**src/rtl/CONFIG.sv**
```systemverilog
// CONFIG: shared audio configuration constants for the synth datapath.
package CONFIG;
    localparam int AUDIO_BIT_WIDTH    = 24;
    localparam int AUDIO_CLOCK        = 16_934_400;
    localparam int AUDIO_SAMPLE_RATE  = 44_100;
    localparam int I2S_SLOT_WIDTH     = 32;
    localparam int I2S_MCLK_PER_BCLK  = 6;
    localparam int I2S_BCLK_PER_FRAME = 64;
    localparam int I2S_DIV_W          = $clog2(I2S_MCLK_PER_BCLK);
    localparam int I2S_BIT_W          = $clog2(I2S_BCLK_PER_FRAME);
    localparam int I2S_SLOT_W         = $clog2(I2S_SLOT_WIDTH);
endpackage

```
**src/rtl/i2s_bit_timer.sv**
```systemverilog
// i2s_bit_timer: MCLK divider and frame bit counter producing BCLK and the frame strobes.
module i2s_bit_timer
    import CONFIG::*;
(
    input  logic                  clock_16_934_400,
    input  logic                  reset_l,
    output logic                  o_bclk,
    output logic                  o_lrclk_next,
    output logic [I2S_SLOT_W-1:0] o_slot_next,
    output logic                  o_fall_evt,
    output logic                  o_frame_load
);
    logic [I2S_DIV_W-1:0] r_div_cnt, w_div_next;
    logic [I2S_BIT_W-1:0] r_bit_idx, w_bit_next;
    logic                 r_bclk;

    always_comb begin
        o_fall_evt   = r_div_cnt == I2S_DIV_W'(I2S_MCLK_PER_BCLK - 1);
        o_frame_load = o_fall_evt && (&r_bit_idx);
        w_div_next   = o_fall_evt ? '0 : r_div_cnt + 1'b1;
        w_bit_next   = r_bit_idx + I2S_BIT_W'(o_fall_evt);
        o_lrclk_next = w_bit_next[I2S_BIT_W-1];
        o_slot_next  = w_bit_next[I2S_SLOT_W-1:0];
    end

    // BCLK is registered from the next divider value so it stays aligned with div_cnt
    always_ff @(posedge clock_16_934_400 or negedge reset_l) begin
        if (!reset_l) begin
            r_div_cnt <= '0;
            r_bit_idx <= '0;
            r_bclk    <= 1'b0;
        end else begin
            r_div_cnt <= w_div_next;
            r_bit_idx <= w_bit_next;
            r_bclk    <= w_div_next >= I2S_DIV_W'(I2S_MCLK_PER_BCLK / 2);
        end
    end

    assign o_bclk = r_bclk;
endmodule

```
**src/rtl/i2s_transmitter.sv**
```systemverilog
// i2s_transmitter: serializes stereo PCM pairs onto an I2S link for the audio DAC.
module i2s_transmitter
    import CONFIG::*;
#(
    parameter int AUDIO_BIT_WIDTH = CONFIG::AUDIO_BIT_WIDTH
) (
    input  logic                       clock_16_934_400,
    input  logic                       reset_l,
    input  logic [AUDIO_BIT_WIDTH-1:0] sample_left,
    input  logic [AUDIO_BIT_WIDTH-1:0] sample_right,
    input  logic                       sample_valid,
    output logic                       sample_ready,
    output logic                       mclk,
    output logic                       bclk,
    output logic                       lrclk,
    output logic                       sdata,
    output logic                       underrun
);
    localparam int W = AUDIO_BIT_WIDTH;
    localparam logic [I2S_SLOT_W:0] W_SLOT = (I2S_SLOT_W + 1)'(W);

    if (AUDIO_CLOCK != AUDIO_SAMPLE_RATE * I2S_MCLK_PER_BCLK * I2S_BCLK_PER_FRAME) begin : g_clock_check
        $error("AUDIO_CLOCK must equal AUDIO_SAMPLE_RATE * MCLK_PER_BCLK * BCLK_PER_FRAME");
    end
    if (W < 1 || W > I2S_SLOT_WIDTH) begin : g_width_check
        $error("AUDIO_BIT_WIDTH out of range 1..32");
    end

    logic                  w_bclk, w_lrclk_next, w_fall_evt, w_frame_load;
    logic [I2S_SLOT_W-1:0] w_slot_next;
    logic                  w_transfer, w_sdata_next;
    logic [W-1:0]          w_word, w_shift;
    logic [W-1:0]          r_buf_l, r_buf_r, r_act_l, r_act_r;
    logic                  r_empty, r_lrclk, r_sdata, r_underrun;

    i2s_bit_timer u_timer (
        .clock_16_934_400 (clock_16_934_400),
        .reset_l          (reset_l),
        .o_bclk           (w_bclk),
        .o_lrclk_next     (w_lrclk_next),
        .o_slot_next      (w_slot_next),
        .o_fall_evt       (w_fall_evt),
        .o_frame_load     (w_frame_load)
    );

    // Slot 0 carries the one-bit I2S delay; slots past the word width are zero pad
    always_comb begin
        w_transfer   = sample_valid && r_empty;
        w_word       = w_lrclk_next ? r_act_r : r_act_l;
        w_shift      = w_word >> (W_SLOT - {1'b0, w_slot_next});
        w_sdata_next = (w_slot_next != '0) && ({1'b0, w_slot_next} <= W_SLOT) && w_shift[0];
    end

    always_ff @(posedge clock_16_934_400 or negedge reset_l) begin
        if (!reset_l) begin
            r_buf_l    <= '0;
            r_buf_r    <= '0;
            r_act_l    <= '0;
            r_act_r    <= '0;
            r_empty    <= 1'b1;
            r_lrclk    <= 1'b0;
            r_sdata    <= 1'b0;
            r_underrun <= 1'b0;
        end else begin
            r_underrun <= w_frame_load && r_empty;
            if (w_frame_load && !r_empty) begin
                r_act_l <= r_buf_l;
                r_act_r <= r_buf_r;
            end
            if (w_transfer) begin
                r_buf_l <= sample_left;
                r_buf_r <= sample_right;
            end
            r_empty <= w_transfer ? 1'b0 : (r_empty || w_frame_load);
            if (w_fall_evt) begin
                r_lrclk <= w_lrclk_next;
                r_sdata <= w_sdata_next;
            end
        end
    end

    assign mclk         = clock_16_934_400;
    assign bclk         = w_bclk;
    assign lrclk        = r_lrclk;
    assign sdata        = r_sdata;
    assign underrun     = r_underrun;
    assign sample_ready = r_empty;
endmodule

```
**config.mk**
```make
export PLATFORM = sky130hd
export DESIGN_NAME = i2s_transmitter
export DESIGN_NICKNAME = d
export VERILOG_FILES = /design/src/rtl/CONFIG.sv /design/src/rtl/i2s_bit_timer.sv /design/src/rtl/i2s_transmitter.sv
export SDC_FILE = /design/constraint.sdc
export NUM_CORES = 1
export LEC_CHECK = 0
export CORE_MARGIN = 4
export CORE_UTILIZATION = 40
export DETAILED_ROUTE_END_ITERATION = 16
export GPL_ROUTABILITY_DRIVEN = 0
export SYNTH_ARGS = -nofsm -noshare
export SYNTH_HDL_FRONTEND = slang
export SYNTH_SLANG_ARGS = --single-unit
export TNS_END_PERCENT = 50
```
**constraint.sdc**
```tcl
create_clock -name clock_16_934_400 -period 2.8 [get_ports clock_16_934_400]
set_input_delay 0.42 -clock clock_16_934_400 [delete_from_list [all_inputs] [get_ports clock_16_934_400]]
set_output_delay 0.42 -clock clock_16_934_400 [all_outputs]
set_load 0.1 [all_outputs]
```
==> insert_results.sql, run 1 <==
INSERT INTO impl_metrics (metric_group, metric, value, unit) VALUES
('status', 'status', 'finished clean', ''),
('hold_path', 'worstHoldStart', 'lrclk', ''),
('worst_setup_path', 'timing.critical_path.cells', 'nand3_2 -> inv_1 -> ha_2 -> ha_4 -> inv_2 -> ha_4 -> buf_4 -> nor4_1 -> a31o_2 -> a221oi_2 -> a22oi_1 -> o2111ai_1 -> o311a_1', ''),
('worst_setup_path', 'timing.critical_path.slowest_stage_cell', 'sky130_fd_sc_hd__dfrtp_2', ''),
('drt', 'num_vias', '3305', ''),
('hold_path', 'worstHoldPathCells', '2', ''),
('timing', 'timing.final.crit_share', '96.1', '%'),
('synthesis', 'share_of_the_synthesized_area_in_the_top_cell_type', '54.9', '%'),
('synthesis', 'synth.top_cells.by_area', 'sky130_fd_sc_hd__dfrtp_1 55%, sky130_fd_sc_hd__mux2_2 21%, sky130_fd_sc_hd__nand3_1 1.2%', ''),
('drt', 'drt-initial-drc-count', '157', ''),
('timing', 'final.hold.worst_slack', '488', 'ps'),
('clock_tree', 'clkLatencyLatePin', '460', 'ps'),
('layout', 'n_fill_cell', '1121', ''),
('worst_setup_path', 'crit_type', 'flip-flop to flip-flop', ''),
('drt', 'avgRoutedWirePerCell', '17.2', 'um'),
('synthesis', 'async_reset_ff_share', '100', '%'),
('global_routing', 'grt_start_max_net_pins', '47', ''),
('floorplan', 'fp-row-count', '40', ''),
('global_routing', 'grt_pass1_vias', '3553', ''),
('worst_setup_path', 'worstReg2RegStart', 'u_timer.r_div_cnt[0]', ''),
('layout', 'utilization', '52.2', '%'),
('layout', 'final_net_count', '507', ''),
('timing', 'final.setup_skew', '7.51', 'ps'),
('floorplan', 'die_y', '119', 'um'),
('synthesis', 'synth_seq_area_share', '55.4', '%'),
('worst_setup_path', 'critPathMaxStageDelay', '430', 'ps'),
('timing', 'final_setup_violation_count', '0', ''),
('worst_setup_path', 'crit-reg2reg-capture', 'sdata', ''),
('worst_setup_path', 'regToRegSetupSlack', '110', 'ps'),
('global_routing', 'antenna_found_initial', '0', ''),
('worst_setup_path', 'worstPathMaxFanout', '8', ''),
('worst_setup_path', 'critPathMostFrequentCell', 'sky130_fd_sc_hd__ha_4', ''),
('global_routing', 'total_congestion_overflow', '0', ''),
('job', 'max_cap_violations', '0', ''),
('synthesis', 'synth.avg_cell_area', '13.1', 'um2'),
('clock_tree', 'clk_transition_reported_paths', '70', 'ps'),
('drt', 'met2_wirelength', '5.31', 'mm'),
('worst_setup_path', 'cp.required', '3200', 'ps'),
('timing', 'final.setup.worst_slack', '110', 'ps'),
('synthesis', 'synth_top_flop_cell', 'sky130_fd_sc_hd__dfrtp_1', ''),
('timing', 'rsz0062_at_grt', 'no', ''),
('floorplan', 'design.die.area', '14300', 'um2'),
('power_and_ir_drop', 'p_leak', '3.03', 'nW'),
('timing', 'fmax', '372', 'MHz'),
('power_and_ir_drop', 'power.density_cell_area', '546', 'nW/um2'),
('synthesis', 'cells_after_synth', '379', ''),
('drt', 'ant_nets', '0', ''),
('drt', 'dr.pass1.iters', '4', ''),
('layout', 'area_delta_synth_final', '27.2', '%'),
('worst_setup_path', 'critPathBufInv', '3', ''),
('synthesis', 'post_synth_top_area_cell', 'sky130_fd_sc_hd__dfrtp_1', ''),
('global_routing', 'grt_pass1_wl', '18.0', 'mm'),
('timing', 'hold_viol', '0', ''),
('floorplan', 'ios', '57', ''),
('layout', 'post_route_cells_drive_above_1_share', '36.9', '%'),
('floorplan', 'die_w', '119', 'um'),
('power_and_ir_drop', 'max-vdd-ir-drop', '0.000670', 'V'),
('worst_setup_path', 'ff_to_ff_path_depth', '13', ''),
('clock_tree', 'tritoncts', 'yes', ''),
('drt', 'wl_met3', '721', 'um'),
('layout', 'post_layout_instance_count_excluding_filler_cells', '626', ''),
('global_routing', 'gr-usage-all-layers', '16.1', '%'),
('drt', 'post_drt_via_cell_ratio', '5.28', ''),
('drt', 'wl_met1', '4.51', 'mm'),
('placed_design', 'hpwl', '7.53', 'mm'),
('worst_setup_path', 'cpLargestDelayFamily', 'compound AO/OA/AOI/OAI gates', ''),
('hold_path', 'min_delay_worst_type', 'flip-flop to flip-flop', ''),
('drt', 'postRouteWirelength', '10.8', 'mm'),
('worst_setup_path', 'critPathCaptureType', 'flip-flop', ''),
('timing', 'drv_slew', '0', ''),
('floorplan', 'placeableCoreArea', '12100', 'um2');
[cell usage after synthesis (all sizes together) (3+ instances only)]
cell and instances:
clkbuf 12, nand2 16, nor3 9, and2 3, o22ai 5, dfrtp 109, nand2b 3, a211oi 3
buf 9, nand4 3, and3 3, mux2i 4, xnor2 5, nor2 9, mux2 99, o311ai 4
nand3 13, o22a 4, inv 13, nor4 4, o211ai 7, ha 3, o21ai 10
[where the power goes]
| group | internal [mW] | leakage [nW] | switching, mW | total, mW |
|---|---|---|---|---|
| Combinational | 0.0650 | 1.30 | 0.0399 | 0.105 |
| Clock | 1.06 | 0.208 | 0.707 | 1.76 |
| Sequential | 1.59 | 1.52 | 0 | 1.59 |
| Total | 2.71 | 3.03 | 0.747 | 3.46 |
[how the worst max path moves through the flow]
stage / start / end / slack (ps) / cells past startpoint
final: u_timer.r_div_cnt[0] / sdata / 110 / 13
after detailed placement: u_timer.r_div_cnt[0] / sdata / -7 / 13
after global placement: clock_16_934_400 / mclk / 40 / 1
after CTS: u_timer.r_div_cnt[0] / sdata / 10 / 13
after global routing: u_timer.r_div_cnt[1] / sdata / 5 / 14
after floorplan: u_timer.r_div_cnt[1] / sdata / 20 / 15
[worst min-delay path: stages, from the launching register on]
cell                      delay (ps)
sky130_fd_sc_hd__dfrtp_1         350
sky130_fd_sc_hd__nand2_1          50
sky130_fd_sc_hd__o21ai_0          60
[placed cells by master (no fill, tap or decap), drive strengths merged, types with 5 or more instances in the layout]
master and n:
nor3 9, nand3 13, inv 14, clkdlybuf4s50 49
dfrtp 109, o22ai 5, o21ai 10, xnor2 5
nor2 9, o211ai 7, clkbuf 15, nand2 16
buf 30, mux2 99
[sequential cells by signal, indices dropped and copies added (netlist names)]
register           flops
sdata                  1
sample_ready           1
u_timer.r_bit_idx      6
r_act_l               24
underrun               1
lrclk                  1
r_act_r               24
r_buf_r               24
u_timer.o_bclk         1
r_buf_l               24
u_timer.r_div_cnt      3
[timing repair]
action                                  in CTS  in global routing
setup buffers                                0                  6
endpoints found under the setup margin       2                  1
pin swaps                                    0                  2
hold buffers                                 1                  0
gates resized for setup                      2                 11
hold endpoints to repair                    43                  0
[logic make-up after synthesis]
| family | after synthesis | synth area share [%] |
|---|---|---|
| simple gates | 68 | 7.55 |
| flops | 110 | 55.4 |
| fa+ha+maj | 3 | 0.755 |
| compound gates | 53 | 8.18 |
| buf+inv | 34 | 2.99 |
| mux | 104 | 23.8 |
| xor+xnor | 7 | 1.38 |
[per-stage QoR]
step	area, um2	TNS, ps	power (mW)
2_1_floorplan	4990	0	1.75
3_3_place_gp	5800	0	1.87
3_5_place_dp	5800	-6.55	1.87
4_1_cts	6230	0	3.50
5_1_grt	6320	0	3.58
6_report	6320	0	3.46
[layout make-up]
type                            count  area, um2  share of cell area, %
Inverter                           13       48.8                  0.772
Timing Repair Buffer               80        742                   11.7
Clock buffer                       16        350                   5.54
Tap cell                          168        210                   3.32
Multi-Input combinational cell    235       2140                   33.9
Sequential cell                   110       2760                   43.6
Clock inverter                      4       76.3                   1.21
[layer usage]
metal	GRT usage (%)	up-vias
met4	6.37	0
met2	25.7	113
met3	5.61	18
met1	20.1	1636
met5	0	-
li1	-	1538
(Power assumes the default switching activity.)
==> run 2: changes to the inputs <==
--- a/config.mk
+++ b/config.mk
@@ -7,8 +7,10 @@
 export LEC_CHECK = 0
 export CORE_MARGIN = 4
 export CORE_UTILIZATION = 40
+export CTS_CLUSTER_SIZE = 8
 export DETAILED_ROUTE_END_ITERATION = 16
 export GPL_ROUTABILITY_DRIVEN = 0
+export MAX_ROUTING_LAYER = met4
 export SYNTH_ARGS = -nofsm -noshare
 export SYNTH_HDL_FRONTEND = slang
 export SYNTH_SLANG_ARGS = --single-unit
==> run 2 against run 1 <==
Against the previous run: clock skew down 1.1 ps; clock power about the same; power up 0.28%; worst setup slack worse by 1.9 ps; combinational power about the same; sequential share of layout area unchanged; cell count unchanged; register-to-register slack about the same; core utilization unchanged; cell area unchanged; worst hold slack about the same; flip-flop and latch count unchanged; highest routed layer unchanged.
==> insert_results.sql, run 2 (synthesis results as in run 1) <==
INSERT INTO impl_metrics (metric_group, metric, value, unit) VALUES
('status', 'status', 'finished clean', ''),
('floorplan', 'ios', '57', ''),
('timing', 'final.min_clock_period', '2690', 'ps'),
('drt', 'dr.pass1.iters', '5', ''),
('layout', 'post-route-cell-area', '6320', 'um2'),
('global_routing', 'total_congestion_overflow', '0', ''),
('layout', 'ant_cells', '0', ''),
('power_and_ir_drop', 'p_leak', '3.04', 'nW'),
('floorplan', 'placeableCoreArea', '12100', 'um2'),
('worst_setup_path', 'worstPathMaxFanout', '6', ''),
('layout', 'n_fill_cell', '1120', ''),
('timing', 'hold_viol', '0', ''),
('global_routing', 'grt_start_max_net_pins', '47', ''),
('drt', 'drcViolationCount', '0', ''),
('layout', 'post_route_cells_drive_above_1_share', '36.9', '%'),
('global_routing', 'gr-usage-all-layers', '16.6', '%'),
('floorplan', 'fp-row-count', '40', ''),
('worst_setup_path', 'critPathMostFrequentCell', 'sky130_fd_sc_hd__ha_4', ''),
('drt', 'postRouteWirelength', '10.8', 'mm'),
('worst_setup_path', 'crit_type', 'flip-flop to flip-flop', ''),
('timing', 'timing.final.crit_share', '96.1', '%'),
('floorplan', 'die_y', '119', 'um'),
('placed_design', 'post_dp_cell_area', '5800', 'um2'),
('job', 'max_cap_violations', '0', ''),
('clock_tree', 'clkLatencyLatePin', '470', 'ps'),
('timing', 'rsz0062_at_grt', 'no', ''),
('layout', 'commonest_non_fill_non_tap_cell_in_the_layout', 'sky130_fd_sc_hd__dfrtp_1', ''),
('worst_setup_path', 'critPathMaxStageDelay', '440', 'ps'),
('worst_setup_path', 'timing.critical_path.cells', 'nand3_2 -> inv_1 -> ha_2 -> ha_4 -> inv_2 -> ha_4 -> buf_4 -> nor4_1 -> a31o_2 -> a221oi_2 -> a22oi_1 -> o2111ai_1 -> o311a_1', ''),
('timing', 'max-slew-margin-rel', '36.9', '%'),
('placed_design', 'placement.io_buffers', '56', ''),
('drt', 'avgRoutedWirePerCell', '17.2', 'um'),
('timing', 'fmax', '372', 'MHz'),
('global_routing', 'grt_pass1_wl', '17.9', 'mm'),
('power_and_ir_drop', 'power.density_cell_area', '548', 'nW/um2'),
('worst_setup_path', 'critical_path.startpoint_type', 'flip-flop', ''),
('drt', 'drt-initial-drc-count', '172', ''),
('global_routing', 'grt_pass1_vias', '3567', ''),
('power_and_ir_drop', 'max-vdd-ir-drop', '0.000670', 'V'),
('worst_setup_path', 'critPathCaptureType', 'flip-flop', ''),
('drt', 'post_drt_via_cell_ratio', '5.31', ''),
('worst_setup_path', 'timing.critical_path.slowest_stage_cell', 'sky130_fd_sc_hd__dfrtp_2', ''),
('hold_path', 'min_delay_worst_type', 'flip-flop to flip-flop', ''),
('worst_setup_path', 'cp.required', '3210', 'ps'),
('clock_tree', 'tritoncts', 'yes', ''),
('drt', 'num_vias', '3322', ''),
('placed_design', 'dp_cells', '600', ''),
('layout', 'final_net_count', '507', ''),
('global_routing', 'antenna_found_initial', '0', ''),
('drt', 'ant_nets', '0', ''),
('timing', 'drv_slew', '0', ''),
('power_and_ir_drop', 'finalPower', '3.47', 'mW'),
('worst_setup_path', 'timing.critical_path.arrival', '3100', 'ps'),
('layout', 'post_layout_instance_count_excluding_filler_cells', '626', ''),
('timing', 'worstMarginPinSlew', '950', 'ps'),
('clock_tree', 'clk_transition_reported_paths', '70', 'ps'),
('timing', 'final_setup_violation_count', '0', ''),
('placed_design', 'hpwl', '7.53', 'mm'),
('floorplan', 'die_w', '119', 'um'),
('layout', 'layout_common_cells', '108 x sky130_fd_sc_hd__dfrtp_1, 93 x sky130_fd_sc_hd__mux2_2, 49 x sky130_fd_sc_hd__clkdlybuf4s50_1', ''),
('timing', 'final.setup_skew', '6.38', 'ps'),
('layout', 'area_delta_synth_final', '27.2', '%'),
('floorplan', 'design.die.area', '14300', 'um2'),
('floorplan', 'floorplan.initialDensity', '41.1', '%');
-- run 2: cell counts in the layout (fill, tap and decap cells not counted) --
No cell type changed its count.
-- run 2: layout make-up --
class,instances,area [um2],area share [%]
Tap cell,168,210,3.32
Sequential cell,110,2760,43.6
Clock inverter,4,76.3,1.21
Inverter,13,48.8,0.772
Multi-Input combinational cell,235,2140,33.9
Clock buffer,16,350,5.54
Timing Repair Buffer,80,742,11.7
-- run 2: worst paths after layout --
check                                     start           to  slack (ps)  depth (start not counted)
hold reg to reg                           lrclk        lrclk         490                          2
setup / recovery           u_timer.r_div_cnt[0]        sdata         110                         13
max in group asynchronous               reset_l  r_act_r[11]        1580                          3
min in group asynchronous               reset_l  r_buf_l[10]         520                          2
hold / removal                            lrclk        lrclk         490                          2
setup reg to reg           u_timer.r_div_cnt[0]        sdata         110                         13
-- run 2: worst max-delay path, delay by kind of cell, from the launching register on --
kind            cells  cell delay [ps]
compound gates      5             1040
fa+ha+maj           3              770
flops               1              440
simple gates        2              130
buf+inv             3              260
-- run 2: layer usage --
metal	vias up	share of wire, %	GRT usage (%)
met5	-	0	-
met4	0	2.3	7.02
met3	24	6.5	5.14
met2	116	49	25.7
met1	1643	42	20.2
li1	1539	-	-
-- run 2: what timing repair did --
item                       4_1_cts  5_1_grt
pin swaps                        0        4
gates resized for setup          2       11
hold buffers                     1        0
buffers inserted                 0        6
hold endpoints to repair        43        0
setup endpoints to repair        2        1
-- run 2: report_power, final --
part           internal, mW  switching, mW
Clock                  1.06          0.717
Sequential             1.59              0
Combinational        0.0650         0.0398
Total                  2.71          0.757
-- run 2: stage by stage --
step	TNS [ps]	util (%)	setup slack, ps	hold slack (ps)
after global placement	0	47.9	40.4	464
final	0	52.2	108	489
after CTS	0	51.4	12.5	493
after global routing	0	52.2	9.54	515
after detailed placement	-6.55	47.9	-6.55	472
after floorplan	0	-	24.9	124
